===== src/rtl/noc_local_endpoint.sv =====
// noc_local_endpoint
// Network interface between a processing element and a router's local (L) port.
// TX: packs host requests into 16-bit flits {payload, dest_x, dest_y} and sends
//     them to the router under credit-based flow control.
// RX: buffers flits from the router in a small circular FIFO and returns one
//     credit to the router for every flit the host pops.

module noc_local_endpoint #(
    parameter int XCOORD     = 0,
    parameter int YCOORD     = 0,
    parameter int TX_CREDITS = 4,
    parameter int RX_DEPTH   = 4
) (
    input  logic        clk,
    input  logic        rst,
    input  logic        tx_valid,
    output logic        tx_ready,
    input  logic [3:0]  tx_dest_x,
    input  logic [3:0]  tx_dest_y,
    input  logic [7:0]  tx_payload,
    output logic [15:0] net_data_o,
    output logic        net_enable_o,
    input  logic        net_credit_i,
    input  logic [15:0] net_data_i,
    input  logic        net_enable_i,
    output logic        net_credit_o,
    output logic        rx_valid,
    input  logic        rx_ready,
    output logic [15:0] rx_data,
    output logic [3:0]  my_x,
    output logic [3:0]  my_y,
    output logic        credit_err,
    output logic        rx_overflow
);

    localparam int CW = $clog2(TX_CREDITS + 1);
    localparam int PW = $clog2(RX_DEPTH);
    localparam int OW = $clog2(RX_DEPTH + 1);

    localparam logic [CW-1:0] LP_CRED_MAX = CW'(TX_CREDITS);
    localparam logic [OW-1:0] LP_RX_FULL  = OW'(RX_DEPTH);
    localparam logic [3:0]    LP_MY_X     = 4'(XCOORD);
    localparam logic [3:0]    LP_MY_Y     = 4'(YCOORD);

    // TX state
    logic [CW-1:0] r_credit_cnt;
    logic          r_credit_err;
    logic [15:0]   r_net_data;
    logic          r_net_enable;

    // RX state
    logic [15:0]   r_mem [RX_DEPTH];
    logic [PW-1:0] r_wr_ptr;
    logic [PW-1:0] r_rd_ptr;
    logic [OW-1:0] r_count;
    logic          r_rx_overflow;
    logic          r_net_credit;

    // Combinational control
    logic          w_send;
    logic [CW-1:0] w_credit_next;
    logic          w_credit_err_set;
    logic          w_rx_nonempty;
    logic          w_rx_full;
    logic          w_pop;
    logic          w_wr_accept;
    logic          w_overflow_set;
    logic [OW-1:0] w_count_next;

    // tx_ready comes straight from the credit register so it never depends on tx_valid
    assign tx_ready      = (r_credit_cnt != '0);
    assign w_send        = tx_valid && tx_ready;

    assign w_rx_nonempty = (r_count != '0);
    assign w_rx_full     = (r_count == LP_RX_FULL);
    assign w_pop         = w_rx_nonempty && rx_ready;
    // A pop in the same cycle frees the slot the incoming flit needs
    assign w_wr_accept    = net_enable_i && (!w_rx_full || w_pop);
    assign w_overflow_set = net_enable_i && w_rx_full && !w_pop;

    assign net_data_o   = r_net_data;
    assign net_enable_o = r_net_enable;
    assign net_credit_o = r_net_credit;
    assign rx_valid     = w_rx_nonempty;
    assign rx_data      = w_rx_nonempty ? r_mem[r_rd_ptr] : 16'h0000;
    assign my_x         = LP_MY_X;
    assign my_y         = LP_MY_Y;
    assign credit_err   = r_credit_err;
    assign rx_overflow  = r_rx_overflow;

    // Next TX credit count; a credit at full count saturates and flags an error
    always_comb begin
        w_credit_next    = r_credit_cnt;
        w_credit_err_set = 1'b0;
        if (w_send && net_credit_i) begin
            w_credit_next = r_credit_cnt;
        end else if (w_send) begin
            w_credit_next = r_credit_cnt - CW'(1);
        end else if (net_credit_i) begin
            if (r_credit_cnt == LP_CRED_MAX) begin
                w_credit_err_set = 1'b1;
            end else begin
                w_credit_next = r_credit_cnt + CW'(1);
            end
        end else begin
            w_credit_next = r_credit_cnt;
        end
    end

    // Next RX occupancy from accepted write / pop combination
    always_comb begin
        w_count_next = r_count;
        case ({w_wr_accept, w_pop})
            2'b10:   w_count_next = r_count + OW'(1);
            2'b01:   w_count_next = r_count - OW'(1);
            default: w_count_next = r_count;
        endcase
    end

    // TX credit counter, sticky credit error and the registered flit output
    always_ff @(posedge clk) begin
        if (!rst) begin
            r_credit_cnt <= LP_CRED_MAX;
            r_credit_err <= 1'b0;
            r_net_data   <= 16'h0000;
            r_net_enable <= 1'b0;
        end else begin
            r_credit_cnt <= w_credit_next;
            r_credit_err <= r_credit_err | w_credit_err_set;
            r_net_enable <= w_send;
            if (w_send) begin
                r_net_data <= {tx_payload, tx_dest_x, tx_dest_y};
            end
        end
    end

    // RX pointers, occupancy, sticky overflow flag and the per-pop credit pulse
    always_ff @(posedge clk) begin
        if (!rst) begin
            r_wr_ptr      <= '0;
            r_rd_ptr      <= '0;
            r_count       <= '0;
            r_rx_overflow <= 1'b0;
            r_net_credit  <= 1'b0;
        end else begin
            r_count       <= w_count_next;
            r_rx_overflow <= r_rx_overflow | w_overflow_set;
            r_net_credit  <= w_pop;
            if (w_wr_accept) begin
                r_wr_ptr <= r_wr_ptr + PW'(1);
            end
            if (w_pop) begin
                r_rd_ptr <= r_rd_ptr + PW'(1);
            end
        end
    end

    // RX storage; cleared on reset so rx_data never carries stale contents
    always_ff @(posedge clk) begin
        if (!rst) begin
            for (int i = 0; i < RX_DEPTH; i++) begin
                r_mem[i] <= 16'h0000;
            end
        end else if (w_wr_accept) begin
            r_mem[r_wr_ptr] <= net_data_i;
        end
    end

endmodule


===== config.mk =====
export PLATFORM = sky130hd
export DESIGN_NAME = noc_local_endpoint
export DESIGN_NICKNAME = d
export VERILOG_FILES = /design/src/rtl/noc_local_endpoint.sv
export SDC_FILE = /design/constraint.sdc
export NUM_CORES = 1
export LEC_CHECK = 0
export BUFFER_PORTS_ARGS = -buffer_cell sky130_fd_sc_hd__clkbuf_2
export CORE_AREA = 4 4 104 96
export CTS_BUF_LIST = sky130_fd_sc_hd__clkbuf_16
export CTS_CLUSTER_DIAMETER = 40
export DETAILED_ROUTE_END_ITERATION = 16
export DIE_AREA = 0 0 108 100
export GPL_TIMING_DRIVEN = 0
export PLACE_DENSITY_LB_ADDON = 0.12
export SLEW_MARGIN = 5
export SYNTH_ARGS = -nofsm -noshare
export SYNTH_HDL_FRONTEND = slang
export SYNTH_SLANG_ARGS = --single-unit
export TNS_END_PERCENT = 50

===== constraint.sdc =====
create_clock -name clk -period 2.4 [get_ports clk]
set_clock_uncertainty 0.2 [all_clocks]
set_input_delay 0.12 -clock clk [delete_from_list [all_inputs] [get_ports clk]]
set_output_delay 0.12 -clock clk [all_outputs]
set_load 0.05 [all_outputs]

# Word level (Yosys, flattened, before mapping)

Memories as Yosys holds them, arrays and structs flattened. A register that Yosys moved wholly into a read port is not among the register bits.
Index checks and enable logic that the tools add are counted.

Divide/modulo/power cells: 0
Add/subtract/negate cells: 6
Equal/unequal tests: 5
$lt $le $gt $ge: 0
Bitwise gates (word level): 3
Multiply operators: 0
Shifts and indexed selects: 0
Mux-type cells: 18
Reduce and logical (&&, ||, !) cells: 15

Operators with widths:

| cell                  | number |
|---|---|
| $mux W16              | 2 |
| $reduce_or A16 Y1     | 1 |
| $mux W1               | 9 |
| $mux W3               | 3 |
| $add A3 B1 Y3 const B | 2 |
| $eq A3 B3 Y1 const B  | 2 |
| $logic_and A1 B1 Y1   | 6 |
| $mux W2               | 3 |
| $pmux W3 S2           | 1 |
| $reduce_bool A3 Y1    | 2 |
| $sub A3 B1 Y3 const B | 2 |
| $add A2 B1 Y2 const B | 2 |
| $reduce_bool A2 Y1    | 2 |
| $reduce_and A3 Y1     | 1 |
| $eq A2 B1 Y1 const B  | 1 |
| $eq A2 B2 Y1 const B  | 1 |
| $logic_not A1 Y1      | 2 |
| $ne A2 B2 Y1 const B  | 1 |
| $or A1 B1 Y1          | 2 |
| $logic_or A1 B1 Y1    | 1 |
| $not A1 Y1            | 1 |

Memories kept: 1
Flip-flop bits (word level): 30
Input port bits: 38
Bits in read-only memories: 0
Bits in latches: 0
Output and inout port bits: 46
Memory bits (writable): 64

Memories:

| memory | words | width | rd ports | clocked after memory_dff | write ports | RTL line | source |
|---|---|---|---|---|---|---|---|
| r_mem  | 4     | 16    | 1        | 1                        | 4           | 52       | `logic [15:0] r_mem [RX_DEPTH];` |

# Logic depth before layout (Yosys ltp)

Gate-level depths: netlist of the first run.

Depth in word-level cells: 9
Depth in mapped cells: 9

# Least setup slack after synthesis of the first run

No wires, ideal clock.

Path type: reg2reg
From: register r_count[0]
To: memory r_mem[1][0] (enable)
Buffers on the path: 0
Slack: -0.124 ns
Period minus slack after synthesis: 2.524 ns
Arrival: 1.913 ns
Stages on the path, launching flop included: 4
Cell sequence: dfxtp_1 > or4b_4 > nand3_1 > o21ai_0

RTL lines:

| what                   | RTL line | source |
|---|---|---|
| start, declared        | 55       | `logic [OW-1:0] r_count;` |
| start signal, assigned | 146      | `r_count <= w_count_next;` |
| end, declared          | 52       |  |

# Final worst setup path of the first run

From: register r_count[0]
To: register r_count[2]

Word-level cells in the longest chain between the ends: 6
Elaborated cells on any way between the ends: 12
Those cells by class: add/sub: 2; eq/ne: 3; mux: 1; reduce/logical: 6

Ends and longest elaborated chain:

| what                                                           | RTL line | source |
|---|---|---|
| $eq A3 B3 Y1 / $reduce_bool A3 Y1 (equally long branches)      | 75, 74   |  |
| $logic_not A1 Y1 / $logic_and A1 B1 Y1 (equally long branches) | 78, 76   |  |
| $logic_or A1 B1 Y1                                             | 78       | `assign w_wr_accept = net_enable_i && (!w_rx_full \|\| w_pop);` |
| $logic_and A1 B1 Y1                                            | 78       |  |
| $eq A2 B1 Y1 / $eq A2 B2 Y1 (equally long branches)            | 113      | `case ({w_wr_accept, w_pop})` |
| $pmux W3 S2 / $reduce_bool A2 Y1 (equally long branches)       | --       |  |

Several ways; a longest one is shown, not always the timed one.
A chain may end at the register's enable or synchronous reset.

==> results.txt, run 1 <==
Crit path kind - reg -> reg
Root Buffer - clkbuf_16
Number of CTS-inserted buffers - 9
CTS clk-pin slew, worst paths - 0.06 ns
Initial DRC count - 78
Total Power - 5.421 mW
Run status - complete, no violations
Post-synthesis cell type count - 39
Synth Register Bits - 96
Row Count - 33
Top delay family on crit path - simple AND/OR/NAND/NOR gates
Most frequent cells in the layout - 74 x clkbuf_2, 64 x and2_1, 64 x edfxtp_1, 37 x dlygate4sd3_1, 34 x nand2_1
Slowest cell on crit path - or4b_4
Sequential fraction of the synthesis area - 59.24%
Least-Margin Pin Slew - 0.7608 ns
Fraction of layout cells with a size suffix above 1 - 34.30%
Final Max Tran Viols - 0
Grt peak-use layer - met2
Starting Density - 48.28%
Synth top area cells - edfxtp_1 44%, dfxtp_1 15%, and2_1 9.3%
Worst hold stages - 4
Met1 GRT Util - 21.84%
Critical path's largest stage delay - 0.54 ns
Compound-Gate Fraction of Synth Area - 5.236%
RR Endpoint - r_count[2]
Cells along the critical path - or4b_4 > nand2_4 > ha_4 > inv_2 > fa_2 > xor2_1 > or3_1 > a21oi_1
I/O pin cnt - 84
Largest family of logic cells by synthesized area - simple AND/OR/NAND/NOR gates
Sw frac - 33.63%
Core box area - 8960 µm²
Ys Warns - 0
R2R Path Start - r_count[0]
Met2 Track Usage GR - 32.70%
CTS Buffer Depth - 2
Sequential Power Share - 37.7%
M3 GR Usage - 5.273%
Via count - 2952
Synthesized area per cell - 12.54 µm²
Fin worst setup slack - 0.04797 ns
# setup viols final - 0
Final hold viol count - 0
Crit path capture type - flip-flop
CP required - 2.46 ns
Clock power frac - 29.9%
Final wirelength - 9138 µm
Gate count of the mapped netlist - 345
Worst-skew pair later-pin latency - 0.34 ns
P per Cell Area - 948.1 nW/µm²
Global-route wire length before repair - 15250 µm
Die H - 100 µm
GPL Wtd Cong - 0.7421
Worst path depth - 8
Port buffer count - 73
Layout area overhead - 32.20%
CP bufs+invs - 1
RSZ-0062 raised after global routing - yes
Drt drc - 0
Initial antenna violation count - 0
DP Wirelength - 5991 µm
WL per Instance - 15.08 µm
CP arrival - 2.41 ns
Crit share post-route - 98.00%
Post-synthesis simple-gate area fraction - 20.10%
Commonest non-fill, non-tap cell in the layout - clkbuf_2
# nets final - 520
Die W - 108 µm
Max Cap Viol - 0
Die Area - 10800 µm²
Leak Pwr - 2.341 nW
CP startpoint kind - flip-flop
Post-synth top area share - 44.43%
Dpl ws - -0.1959 ns
Combinational fraction of design power - 32.4%
Fill cells - 703
Worst slew margin - 48.89%
Critical path startpoint - r_count[0]
Flop-to-flop setup slack - 0.05 ns
Syn Std Cell Area - 4325 µm²
Pint - 3.598 mW
Tot GR Track Use - 18.44%
Worst reg-to-reg path cell count - 8
Post-Synth Adder-Cell Area - 1.215%
Largest net degree at the start of global routing - 17
Detailed Routing Iterations Pass 1 - 4
Mux share of post-synthesis cell area - 8.331%
GRT overflow - 0
Synth area leader - edfxtp_1
Min Clock Period, post-route - 2.352 ns
VDD IR max - 0.4886 mV
Hold WC Path Type - in -> reg
Max frequency - 0.4252 GHz
Ant diodes - 0
Max Fanout on Critical Path - 5
Vias in the first global route - 3123
Worst setup path end - r_count[2]
Post-Synth XOR/XNOR Area - 1.215%
Via/cell ratio - 4.871
# H-tree levels - 3
Psw - 1.823 mW
Routed Antenna Nets - 0
# clock sinks - 96
TritonCTS clock tree - done
-- stage by stage --
stage          TNS [ns]  instance area, µm²  hold slack, ns  utilization, %  std cells
6_report              0                5718        0.009751           63.82        606
5_1_grt        -0.02881                5718         0.02916           63.82        606
4_1_cts               0                5713        0.001356           63.76        606
3_5_place_dp     -3.020                4922          0.1524           54.94        550
3_3_place_gp     -53.85                4870          0.1434           54.35        547
2_1_floorplan    -5.374                4352       0.0008249               -        352
-- power by group through the flow --
stage / registers (mW) / logic [mW] / clock network, mW
floorplan: 2.16 / 1.15 / 0
global placement: 2.08 / 1.60 / 0
detailed placement: 2.08 / 1.64 / 0
CTS: 2.04 / 1.78 / 1.66
global route: 2.06 / 1.90 / 1.72
finish: 2.04 / 1.76 / 1.62
-- routing by layer --
metal / up-vias / share of wire (%)
met2: 81 / 52
li1: 1459 / -
met4: 0 / 1.2
met5: - / 0
met3: 10 / 5.5
met1: 1402 / 41
-- what timing repair did --
item | in CTS | in global routing
endpoints found under the hold margin | 85 | 0
pin swaps | 2 | 3
setup endpoints to repair | 28 | 11
gates resized for setup | 20 | 4
buffers inserted | 4 | 1
hold buffers | 37 | 0
-- how the worst min path moves through the flow --
stage | startpoint | to | slack (ns)
global route | tx_valid | r_credit_cnt[1] | 0.03
detailed placement | tx_payload[0] | net_data_o[8] | 0.15
finish | tx_valid | r_credit_cnt[0] | 0.01
global placement | tx_dest_x[1] | net_data_o[5] | 0.14
CTS | tx_valid | r_credit_cnt[1] | 0.001
floorplan | rst | r_credit_cnt[2] | 0.0008
-- sequential cells by signal, summed over array words and instances, names as in the netlist, 2 cells and up, named ones only --
register / count
r_rd_ptr: 2
net_data_o: 16
r_count: 3
r_credit_cnt: 3
r_mem: 64
r_wr_ptr: 2
-- tightest hold or removal path, cell delays in order --
cell and delay (ns):
buf_2 0.14, nand3_1 0.09, o2111ai_1 0.09, a21oi_1 0.06
-- logic make-up (layout without fill, tap and decap cells) --
logic type               Yosys count  after routing
XOR/XNOR                           6              6
buffers and inverters             38            170
multiplexers                      16             16
adder cells (fa/ha/maj)            3              3
flip-flops                        96             96
AND/OR/NAND/NOR                  147            147
AO/OA/AOI/OAI                     38             38
other                              1              8
-- cell type report --
cell class / count / area [µm²] / share of cell area [%]
Timing Repair Buffer: 118 / 814.5 / 14.25
Clock buffer: 9 / 225.2 / 3.939
Tap cell: 122 / 152.6 / 2.670
Clock inverter: 7 / 117.6 / 2.057
Buffer: 24 / 157.7 / 2.757
Inverter: 12 / 47.55 / 0.8315
Sequential cell: 96 / 2575 / 45.03
Multi-Input combinational cell: 218 / 1628 / 28.47
-- synth_stat cells --
cell type	number
a21o_1	1
a21oi_1	22
a41oi_1	1
and2_1	64
and2_2	6
and2_4	10
and4_4	1
buf_2	5
buf_4	8
buf_6	1
buf_8	1
clkbuf_1	11
clkinv_1	1
conb_1	1
dfxtp_1	32
edfxtp_1	64
fa_1	2
ha_1	1
inv_1	11
mux4_2	16
nand2_1	35
nand2b_1	4
nand3_1	3
nor2_1	13
nor3_1	1
nor4_2	2
nor4b_4	1
o2111ai_1	3
o21ai_0	6
o221ai_1	1
o311ai_0	1
o31a_1	1
o31ai_1	1
o32a_1	1
or2_2	1
or3_1	5
or4b_4	1
xnor2_1	1
xor2_1	5
Power figures use the tool's default switching activity.
==> run 2: changes to the inputs <==
--- a/config.mk
+++ b/config.mk
@@ -7,7 +7,7 @@
 export LEC_CHECK = 0
 export BUFFER_PORTS_ARGS = -buffer_cell sky130_fd_sc_hd__clkbuf_2
 export CORE_AREA = 4 4 104 96
-export CTS_BUF_LIST = sky130_fd_sc_hd__clkbuf_16
+export CTS_BUF_LIST = sky130_fd_sc_hd__clkbuf_4 sky130_fd_sc_hd__clkbuf_8
 export CTS_CLUSTER_DIAMETER = 40
 export DETAILED_ROUTE_END_ITERATION = 16
 export DIE_AREA = 0 0 108 100
==> results.txt, run 2 (synthesis results as in run 1) <==
Util after Layout - 62.67% (-1.1 points)
CTS Buffer Depth - 2 (unchanged)
Core box area - 8960 µm² (unchanged)
Fraction of layout cells with a size suffix above 1 - 34.16% (-0.14 points)
CP startpoint kind - flip-flop
Hold WC Path Type - in -> reg
Run status - complete, no violations
Initial antenna violation count - 0 (unchanged)
DP Wirelength - 5991 µm (unchanged)
Tot GR Track Use - 18.21% (-0.24 points)
CP required - 2.48 ns (+0.02 ns)
CP arrival - 2.47 ns (+0.06 ns)
Starting Density - 48.28% (unchanged)
RSZ-0062 raised after global routing - yes
Leak Pwr - 2.291 nW (-2.2%)
Via count - 2937 (-0.51%)
Final hold viol count - 0 (unchanged)
VDD IR max - 0.5108 mV (+4.5%)
Commonest non-fill, non-tap cell in the layout - clkbuf_2
Register with the most flip-flops - r_mem
Hold slack final - 0.008341 ns (-0.001409 ns)
Number of CTS-inserted buffers - 9 (unchanged)
Port buffer count - 73 (unchanged)
Flop-to-flop setup slack - 0.01 ns (-0.04 ns)
Most frequent cells in the layout - 72 x clkbuf_2, 64 x and2_1, 64 x edfxtp_1, 37 x dlygate4sd3_1, 34 x nand2_1
Pint - 3.269 mW (-9.1%)
Layout area overhead - 29.82%
Number of cells after detailed placement - 550 (unchanged)
WL per Instance - 14.93 µm (-0.96%)
Combinational fraction of design power - 34.7% (+2.3 points)
Die W - 108 µm (unchanged)
Fill cells - 695 (-1.1%)
Crit path kind - reg -> reg
I/O pin cnt - 84 (unchanged)
Max Cap Viol - 0 (unchanged)
Final Max Tran Viols - 0 (unchanged)
Finished Layout Cells - 605 (-0.17%)
Max frequency - 0.4187 GHz (-1.5%)
Drt drc - 0 (unchanged)
# setup viols final - 0 (unchanged)
# clock sinks - 96 (unchanged)
Row Count - 33 (unchanged)
Max reg flops - 64 (unchanged)
Detailed Routing Iterations Pass 1 - 4 (unchanged)
Global-route wire length before repair - 15010 µm (-1.5%)
Worst slew margin - 50.53% (+1.6 points)
Fin worst setup slack - 0.01155 ns (-0.03643 ns)
Ant diodes - 0 (unchanged)
Dpl ws - -0.1959 ns (unchanged)
Die Area - 10800 µm² (unchanged)
TritonCTS clock tree - done
Worst-skew pair later-pin latency - 0.36 ns (+0.02 ns)
Routed Antenna Nets - 0 (unchanged)
Via/cell ratio - 4.855 (-0.34%)
Largest net degree at the start of global routing - 17 (unchanged)
GPL Wtd Cong - 0.7421 (unchanged)
Min Clock Period, post-route - 2.388 ns (+0.03643 ns)
Crit path capture type - flip-flop
Least-Margin Pin Slew - 0.7360 ns (-0.02489 ns)
Crit share post-route - 99.52% (+1.5 points)
Sw frac - 35.34% (+1.7 points)
GRT overflow - 0 (unchanged)
# H-tree levels - 3 (unchanged)
Vias in the first global route - 3109 (-0.45%)
Max Fanout on Critical Path - 4 (-1)
Root Buffer - clkbuf_8
Final wirelength - 9035 µm (-1.1%)
Clock power frac - 24.9% (-5.0 points)
CTS clk-pin slew, worst paths - 0.09 ns (+0.03 ns)
Initial DRC count - 102 (+31%)
Die H - 100 µm (unchanged)
Sequential Power Share - 40.4% (+2.7 points)
Psw - 1.787 mW (-2.0%)
P per Cell Area - 900.3 nW/µm² (-5.0%)
# nets final - 519 (-0.19%)
-- run 2: timing repair --
item | in CTS | in global routing
hold endpoints to repair | 86 | 0
gates resized for setup | 19 | 6
buffers inserted | 4 | 0
endpoints found under the setup margin | 28 | 41
pin swaps | 2 | 0
hold buffers | 37 | 0
-- run 2: power groups by stage --
stage	combinational (mW)	sequential, mW	clock, mW
after floorplan	1.15	2.16	0
after global placement	1.60	2.08	0
after detailed placement	1.64	2.08	0
after CTS	1.77	2.04	1.29
after global routing	1.90	2.06	1.35
final	1.75	2.04	1.26
-- run 2: layer usage --
metal	share of wire (%)	track usage (%)	vias to the layer above
met5	0	0	-
met4	1.2	5.728	0
met3	6.3	5.402	11
met2	52	31.84	83
met1	41	21.66	1390
li1	-	-	1453
-- run 2: worst max-delay path: stages (launching register included) --
cell     delay [ns]
dfxtp_4        0.36
or4b_4         0.54
nand2_4        0.09
ha_4           0.13
inv_1          0.05
fa_2           0.34
xor2_1         0.15
or3_1          0.30
a21oi_1        0.15
-- run 2: worst paths after layout --
check,start,endpoint,cells after the start
max,r_count[1],r_count[2],8
min,rx_ready,r_rd_ptr[1],4
max reg2reg,r_count[1],r_count[2],8
min reg2reg,net_data_o[4],net_data_o[4],2
-- run 2: area by class of cell --
class | instances | area, µm² | share of cell area, %
multi-input combinational | 218 | 1633 | 29.08
tap | 122 | 152.6 | 2.718
clock buffer | 9 | 123.9 | 2.206
timing repair buffer | 117 | 807.0 | 14.37
inverter | 12 | 47.55 | 0.8467
sequential | 96 | 2576 | 45.88
clock inverter | 7 | 117.6 | 2.094
buffer | 24 | 157.7 | 2.807
-- run 2: stage by stage --
stage	total power, mW	cell area, µm²	TNS, ns
final	5.056	5615	0
after global routing	5.311	5615	-1.171
after CTS	5.107	5609	0
after detailed placement	3.719	4922	-3.020
after global placement	3.679	4870	-53.85
after floorplan	3.314	4352	-5.374
==> run 3: changes to the inputs <==
--- a/config.mk
+++ b/config.mk
@@ -11,7 +11,6 @@
 export CTS_CLUSTER_DIAMETER = 40
 export DETAILED_ROUTE_END_ITERATION = 16
 export DIE_AREA = 0 0 108 100
-export GPL_TIMING_DRIVEN = 0
 export PLACE_DENSITY_LB_ADDON = 0.12
 export SLEW_MARGIN = 5
 export SYNTH_ARGS = -nofsm -noshare
==> results.txt, run 3 (synthesis results as in run 1) <==
Run status - complete, no violations
# clock sinks - 96 (unchanged)
Hold WC Path Type - in -> reg
# H-tree levels - 3 (unchanged)
Ant diodes - 0 (unchanged)
P per Cell Area - 864.4 nW/µm² (-4.0%)
# nets final - 510 (-1.7%)
Global-route wire length before repair - 15180 µm (+1.1%)
CTS Buffer Depth - 2 (unchanged)
Met1 GRT Util - 21.67% (about the same)
Max frequency - 0.4278 GHz (+2.2%)
Most frequent cells in the layout - 75 x clkbuf_2, 64 x and2_1, 64 x edfxtp_1, 38 x dlygate4sd3_1, 34 x nand2_1
GPL Wtd Cong - 0.8038 (+8.3%)
CTS clk-pin slew, worst paths - 0.08 ns (about the same)
Via count - 2933 (-0.14%)
Crit path kind - reg -> reg
CP arrival - 2.42 ns (-0.05 ns)
Total Neg Setup Slack - 0 ns (unchanged)
Port buffer count - 75 (+2.7%)
Via/cell ratio - 4.921 (+1.4%)
Commonest non-fill, non-tap cell in the layout - clkbuf_2
Final Max Tran Viols - 0 (unchanged)
Max reg flops - 64 (unchanged)
Fraction of layout cells with a size suffix above 1 - 31.86% (-2.3 points)
Detailed Routing Iterations Pass 1 - 4 (unchanged)
I/O pin cnt - 84 (unchanged)
Register with the most flip-flops - r_mem
Crit share post-route - 97.39% (-2.1 points)
CP startpoint kind - flip-flop
Critical path's largest stage delay - 0.55 ns (about the same)
Slowest cell on crit path - or4b_4
Fill cells - 730 (+5.0%)
CP required - 2.49 ns (about the same)
Cells along the critical path - or4b_4 > nand2_4 > ha_4 > inv_1 > fa_1 > xor2_1 > or3_1 > a21oi_2
Die Area - 10800 µm² (unchanged)
Initial DRC count - 79 (-23%)
Die W - 108 µm (unchanged)
Vias in the first global route - 3155 (+1.5%)
Layout area overhead - 26.29%
Root Buffer - clkbuf_8
Placed Area - 4882 µm² (-0.81%)
Drt drc - 0 (unchanged)
Largest net degree at the start of global routing - 27 (+10)
Final instance area - 5463 µm² (-2.7%)
Max Cap Viol - 0 (unchanged)
Max Fanout on Critical Path - 3 (-1)
Initial antenna violation count - 0 (unchanged)
Grt peak-use layer - met2
Worst-skew pair later-pin latency - 0.35 ns (about the same)
RSZ-0062 raised after global routing - yes
GRT overflow - 0 (unchanged)
Starting Density - 48.28% (unchanged)
Routed Antenna Nets - 0 (unchanged)
Met2 Track Usage GR - 33.22% (+1.4 points)
Core box area - 8960 µm² (unchanged)
Min Clock Period, post-route - 2.337 ns (-0.05111 ns)
DP Wirelength - 6032 µm (+0.68%)
Final hold viol count - 0 (unchanged)
Row Count - 33 (unchanged)
Worst slew margin - 55.48% (+4.9 points)
WL per Instance - 15.43 µm (+3.3%)
Tot GR Track Use - 18.28% (+0.075 points)
TritonCTS clock tree - done
Least-Margin Pin Slew - 0.6623 ns (-0.07361 ns)
Leak Pwr - 2.213 nW (-3.4%)
VDD IR max - 0.4618 mV (-9.6%)
# setup viols final - 0 (unchanged)
Postcts setup bufs - 0 (-4)
Crit path capture type - flip-flop
Number of CTS-inserted buffers - 9 (unchanged)
Final wirelength - 9194 µm (+1.8%)
M3 GR Usage - 4.695% (-0.71 points)
Die H - 100 µm (unchanged)
-- run 3: changes by cell type in the layout (fill, tap and decap cells not counted), moves of 3 or more --
cell	change
dfxtp_2	-4
o21ai_1	+3
buf_8	-4
dfxtp_1	+6
clkinv_1	+3
buf_4	+5
bufinv_16	-3
clkbuf_2	+3
buf_2	-4
o21ai_2	-3
clkbuf_1	-9
-- run 3: where the power goes --
part / switching, mW / internal [mW] / leakage [nW]
Clock: 0.557 / 0.374 / 0.0808
Combinational: 1.14 / 0.628 / 1.20
Sequential: 0.0820 / 1.94 / 0.930
-- run 3: metal layers --
metal / part of all wire (%) / routed length, µm
met4: 1.2 / 106
met3: 5.2 / 476
met2: 52 / 4759
met1: 42 / 3852
met5: 0 / 0
-- run 3: cell type report --
class                      instances  area (µm²)  area share, %
multi-input combinational        218        1620          29.66
timing repair buffer             132       910.9          16.67
tap                              122       152.6          2.794
sequential                        96        2564          46.93
clock inverter                     7       46.29         0.8475
inverter                          12       45.04         0.8246
clock buffer                       9       123.9          2.268
-- run 3: critical path: cells and delay by family (launching register included) --
| family | cells | cell delay [ns] |
|---|---|---|
| simple gates | 3 | 0.97 |
| xor+xnor | 1 | 0.16 |
| flops | 1 | 0.32 |
| buf+inv | 1 | 0.04 |
| fa+ha+maj | 2 | 0.49 |
| compound gates | 1 | 0.11 |
-- run 3: worst paths after layout --
| check | startpoint | end | cells past startpoint | slack, ns |
|---|---|---|---|---|
| setup / recovery | r_count[1] | r_count[2] | 8 | 0.06 |
| hold / removal | rx_ready | r_wr_ptr[1] | 4 | 0.18 |
| setup reg to reg | r_count[1] | r_count[2] | 8 | 0.06 |
| hold reg to reg | net_data_o[14] | net_data_o[14] | 2 | 0.26 |
-- run 3: timing repair --
action | in CTS | in global routing
cloned | 0 | 0
pin swaps | 1 | 2
endpoints found under the setup margin | 1 | 4
hold buffers | 38 | 0
resized for setup | 4 | 3
hold endpoints to repair | 86 | 0
-- run 3: metrics by stage --
stage          std cells  hold slack, ns  total power, mW  utilization (%)  worst slack (ns)
2_1_floorplan        352       0.0008249            3.314                -           -0.1240
3_3_place_gp         542          0.1424            3.732            54.49           0.03517
3_5_place_dp         542          0.1494            3.765            54.49         -0.006624
4_1_cts              596          0.1447            4.770            60.82           0.02766
5_1_grt              596          0.2155            4.990            60.97          -0.01219
6_report             596          0.1795            4.722            60.97           0.06266
